==> src/rtl/tnn_pkg.sv <==
// Shared definitions for the temporal (race-logic) neural network blocks.
package tnn_pkg;

    // Shortest gamma that fits every finite value of a val_w-bit code plus one quiet tick.
    function automatic int gamma_len_min(input int val_w);
        return (1 << val_w);
    endfunction

endpackage

==> src/rtl/gamma_counter.sv <==
// Free-running tick counter for one gamma cycle; reset parks it on the last (quiet) tick.
module gamma_counter #(
    parameter int GAMMA_LEN = 9,
    parameter int TW        = $clog2(GAMMA_LEN)
) (
    input  logic          clk,
    input  logic          rst,
    output logic [TW-1:0] tick,
    output logic          is_last,
    output logic          next_is_zero
);

    localparam logic [TW-1:0] LAST = TW'(GAMMA_LEN - 1);

    always_ff @(posedge clk) begin
        if (rst) begin
            tick <= LAST;
        end else if (is_last) begin
            tick <= '0;
        end else begin
            tick <= tick + TW'(1);
        end
    end

    assign is_last      = (tick == LAST);
    assign next_is_zero = is_last;

endmodule

==> src/rtl/spike_time_encoder.sv <==
// Turns a vector of binary values into race-logic falling edges, one vector per gamma cycle.
module spike_time_encoder
    import tnn_pkg::*;
#(
    parameter int N_CH      = 4,
    parameter int VAL_W     = 3,
    parameter int GAMMA_LEN = 9
) (
    input  logic                    clk,
    input  logic                    rst,
    input  logic                    in_valid,
    output logic                    in_ready,
    input  logic [N_CH*VAL_W-1:0]   in_data,
    output logic [N_CH-1:0]         spike_out,
    output logic                    gamma_start,
    output logic                    underrun
);

    localparam int              TW   = $clog2(GAMMA_LEN);
    localparam logic [VAL_W-1:0] MAXV = '1;
    localparam logic [TW-1:0]   LAST = TW'(GAMMA_LEN - 1);

    generate
        if (GAMMA_LEN < gamma_len_min(VAL_W)) begin : g_len_check
            $error("GAMMA_LEN too short for VAL_W");
        end
    endgenerate

    logic [TW-1:0]          tick;
    logic                   is_last;
    logic                   next_is_zero;
    logic [N_CH*VAL_W-1:0]  pend;
    logic                   pend_full;
    logic [N_CH*VAL_W-1:0]  active;
    logic [N_CH*VAL_W-1:0]  act_nxt;
    logic [TW-1:0]          nxt_tick;
    logic [N_CH-1:0]        spike_nxt;
    logic [VAL_W-1:0]       ch_val;
    logic                   xfer;

    gamma_counter #(
        .GAMMA_LEN (GAMMA_LEN),
        .TW        (TW)
    ) u_gamma_counter (
        .clk          (clk),
        .rst          (rst),
        .tick         (tick),
        .is_last      (is_last),
        .next_is_zero (next_is_zero)
    );

    // Handshake: a vector moves on any posedge with in_valid && in_ready. in_ready
    // depends only on registered state, so in_valid may rise independently of it.
    assign in_ready = !pend_full || is_last;
    assign xfer     = in_valid && in_ready;

    // The active vector only swaps at the gamma boundary; a transfer in that same
    // cycle is newer than anything pending and wins.
    always_comb begin
        act_nxt = active;
        if (is_last) begin
            if (xfer) begin
                act_nxt = in_data;
            end else if (pend_full) begin
                act_nxt = pend;
            end else begin
                act_nxt = '1;
            end
        end
    end

    always_comb begin
        nxt_tick  = next_is_zero ? '0 : tick + TW'(1);
        spike_nxt = '1;
        ch_val    = '0;
        for (int i = 0; i < N_CH; i++) begin
            ch_val = act_nxt[i*VAL_W +: VAL_W];
            if ((ch_val != MAXV) && (nxt_tick >= TW'(ch_val)) && (nxt_tick != LAST)) begin
                spike_nxt[i] = 1'b0;
            end
        end
    end

    always_ff @(posedge clk) begin
        if (rst) begin
            pend        <= '0;
            pend_full   <= 1'b0;
            active      <= '1;
            spike_out   <= '1;
            gamma_start <= 1'b0;
            underrun    <= 1'b0;
        end else begin
            active      <= act_nxt;
            spike_out   <= spike_nxt;
            gamma_start <= is_last;
            underrun    <= is_last && !xfer && !pend_full;
            if (is_last) begin
                pend_full <= 1'b0;
            end else if (xfer) begin
                pend      <= in_data;
                pend_full <= 1'b1;
            end
        end
    end

endmodule

==> config.mk <==
export PLATFORM = sky130hd
export DESIGN_NAME = spike_time_encoder
export DESIGN_NICKNAME = d
export VERILOG_FILES = /design/src/rtl/tnn_pkg.sv /design/src/rtl/gamma_counter.sv /design/src/rtl/spike_time_encoder.sv
export SDC_FILE = /design/constraint.sdc
export NUM_CORES = 1
export LEC_CHECK = 0
export BUFFER_PORTS_ARGS = -buffer_cell sky130_fd_sc_hd__buf_4
export CORE_MARGIN = 3
export CORE_UTILIZATION = 55
export DETAILED_ROUTE_END_ITERATION = 12
export PLACE_DENSITY = 0.76
export SKIP_LAST_GASP = 1
export SLEW_MARGIN = 10
export SYNTH_ARGS = -nofsm -noshare
export SYNTH_HDL_FRONTEND = slang
export SYNTH_SLANG_ARGS = --single-unit
==> constraint.sdc <==
create_clock -name clk -period 3.97 [get_ports clk]
set_input_delay 0.794 -clock clk [delete_from_list [all_inputs] [get_ports clk]]
set_output_delay 0.794 -clock clk [all_outputs]
set_load 0.005 [all_outputs]
==> metrics.cfg <==
[timing]
tns_ps = 0
finalClockSkew_ps = 8.69
slew_viol_final = 0
layout_min_cycle_time_ps = 2850
worst_pin_slew_ps = 774
hold_viol_final = 0
fmax_mhz = 350
finalSetupViolations = 0
slew_headroom_pct = 48.2
hold_slack_ps = 505
grt_setup_unrepaired = no
period_share_pct = 71.9

[floorplan]
core_mm2 = 0.00310
rows = 20
die_w_um = 63.5
initial_core_util_pct = 58.7
die_y_um = 63.5
die-area_mm2 = 0.00404
num_io_pins = 22

[routing]
antenna_left = 0
firstDrtPassIters = 4
vias_per_cell = 5.78
wl_per_cell_um = 15.1
drtIter0Drc = 68
wl_um = 3900
drc_errors = 0
vias = 1491

[grt]
track_usage_pct = 21.0
grt_max_degree = 33
antenna_found_initial = 0
grt_overflow_total = 0
grt_pass1_wl_um = 6730
grt_pass1_vias = 1456

[worst_setup_path]
worst_setup_path_start_kind = flip-flop
worstPathRequired_ps = 4260
r2r_start = u_gamma_counter.tick[0]
path_max_fanout = 13
cp-end-kind = flip-flop
cp_data_arrival_time_ps = 3150
worstSetupPathType = reg2reg
critPathLaunch = u_gamma_counter.tick[0]

[power_and_ir_drop]
p_per_area_mw_per_mm2 = 734
ir_worst_vdd_v = 0.000361
power.total_mw = 1.51
p_leak_nw = 0.933

[clock_tree]
postCtsSetupBuffers = 0
cts-buffers-inserted = 5
ctsHtreeMaxLevel = 2
cts.repair.resized = 0
clock_path_buffers = 2
cts.clk_slew.worst_paths_ps = 110
clock_sinks = 35
cts_tree = done
root_buffer = clkbuf_4
ctsHoldBuffers = 0
clk_latency_ps = 340

[placed_design]
hpwl_um = 2800
portBuffers = 21
finalWeightedCongestion = 0.833

[run]
drv_cap = 0

[yosys]
ys_warn_count = 0
synth-async-reset-ratio_pct = 0
synth-seq-cells = 35
syn_avg_cell_area_um2 = 9.29
netlist_area_mm2 = 0.00182
synth_edf_count = 0
synth.distinct_cells = 32
synth_cells = 196
syn-num-nets = 221
yosysSeqAreaShare_pct = 38.5
synth-main-ff-cell = dfxtp_1

[final_layout]
drive_above_1_share_pct = 18.7
final_common_cell = dfxtp_1
nNetsFinal = 238
area_growth_pct = 13.1
n_antenna_cell = 0
final_cell_mix = dfxtp_1 (35), nand2b_1 (21), buf_4 (21)

[status]
outcome = completed

[hold_path]
min_path_type = reg2reg
min-delay-start = active[10]

-- path summary, 6_finish.rpt --
path	endpoint	slack, ps	cells after the start
max	spike_out[3]	1120	9
min	active[10]	500	2
max reg2reg	spike_out[3]	1120	9
min reg2reg	active[10]	500	2
-- stage by stage --
step / instance area, um2 / instances / worst slack, ps / util [%]
after floorplan: 1820 / 196 / 1590 / -
after global placement: 1970 / 250 / 1270 / 63.6
after detailed placement: 1970 / 250 / 1200 / 63.6
after CTS: 2060 / 258 / 1170 / 66.4
after global routing: 2060 / 258 / 904 / 66.4
final: 2060 / 258 / 1120 / 66.4
-- worst max-delay path, stage by stage, from the launching register on --
cell and delay, ps:
dfxtp_1 350, inv_1 100, ha_1 220, and3b_1 590, o311ai_1 240, and2_1 230, ha_1 180, or2_2 310
a2111oi_0 410, or4_1 170
-- cell usage after synthesis (all sizes together), types with 5 or more instances --
master | n | share of area, %
and2 | 8 | 2.7
nand2 | 20 | 4.1
or2 | 8 | 2.7
o311ai | 12 | 7.8
mux2i | 12 | 6.6
ha | 10 | 6.9
buf | 7 | 2.5
a2111oi | 5 | 2.4
nor2 | 16 | 3.3
nor3 | 5 | 1.4
nand3b | 5 | 2.1
dfxtp | 35 | 38
nand2b | 21 | 7.2
-- sequential cells by signal, summed over array words and instances (netlist names) --
name and cells:
active 12, pend 12, spike_out 4, u_gamma_counter.tick 4, gamma_start 1, pend_full 1
underrun 1
-- kinds of logic (layout without fill, tap and decap cells) --
family                     after synthesis  after routing  share of synthesized area [%]
muxes                                   12             12                           6.60
DFF                                     35             35                           38.5
and+or+nand+nor                         98             98                           29.1
AOI/OAI and AO/OA                       27             27                           15.0
buffers and inverters                   14             32                           3.92
adders and majority gates               10             10                           6.87
-- cell type report --
| cell class | instances | area [um2] |
|---|---|---|
| Clock buffer | 6 | 51.3 |
| Sequential cell | 35 | 701 |
| Fill cell | 279 | 1040 |
| Multi-Input combinational cell | 147 | 1050 |
| Tap cell | 44 | 55.1 |
| Clock inverter | 2 | 35.0 |
| Timing Repair Buffer | 21 | 158 |
| Inverter | 3 | 11.3 |
-- where the power goes --
part,internal [mW],switching [mW]
Sequential,0.446,0.0419
Combinational,0.338,0.413
Clock,0.149,0.123
-- per-layer routing --
metal	GRT usage [%]	vias to the layer above	routed length (um)
met5	0	-	0
met4	4.85	0	44
met3	5.88	7	197
met2	35.6	50	1870
met1	26.4	693	1790
li1	-	741	-
Power figures use the tool's default switching activity.
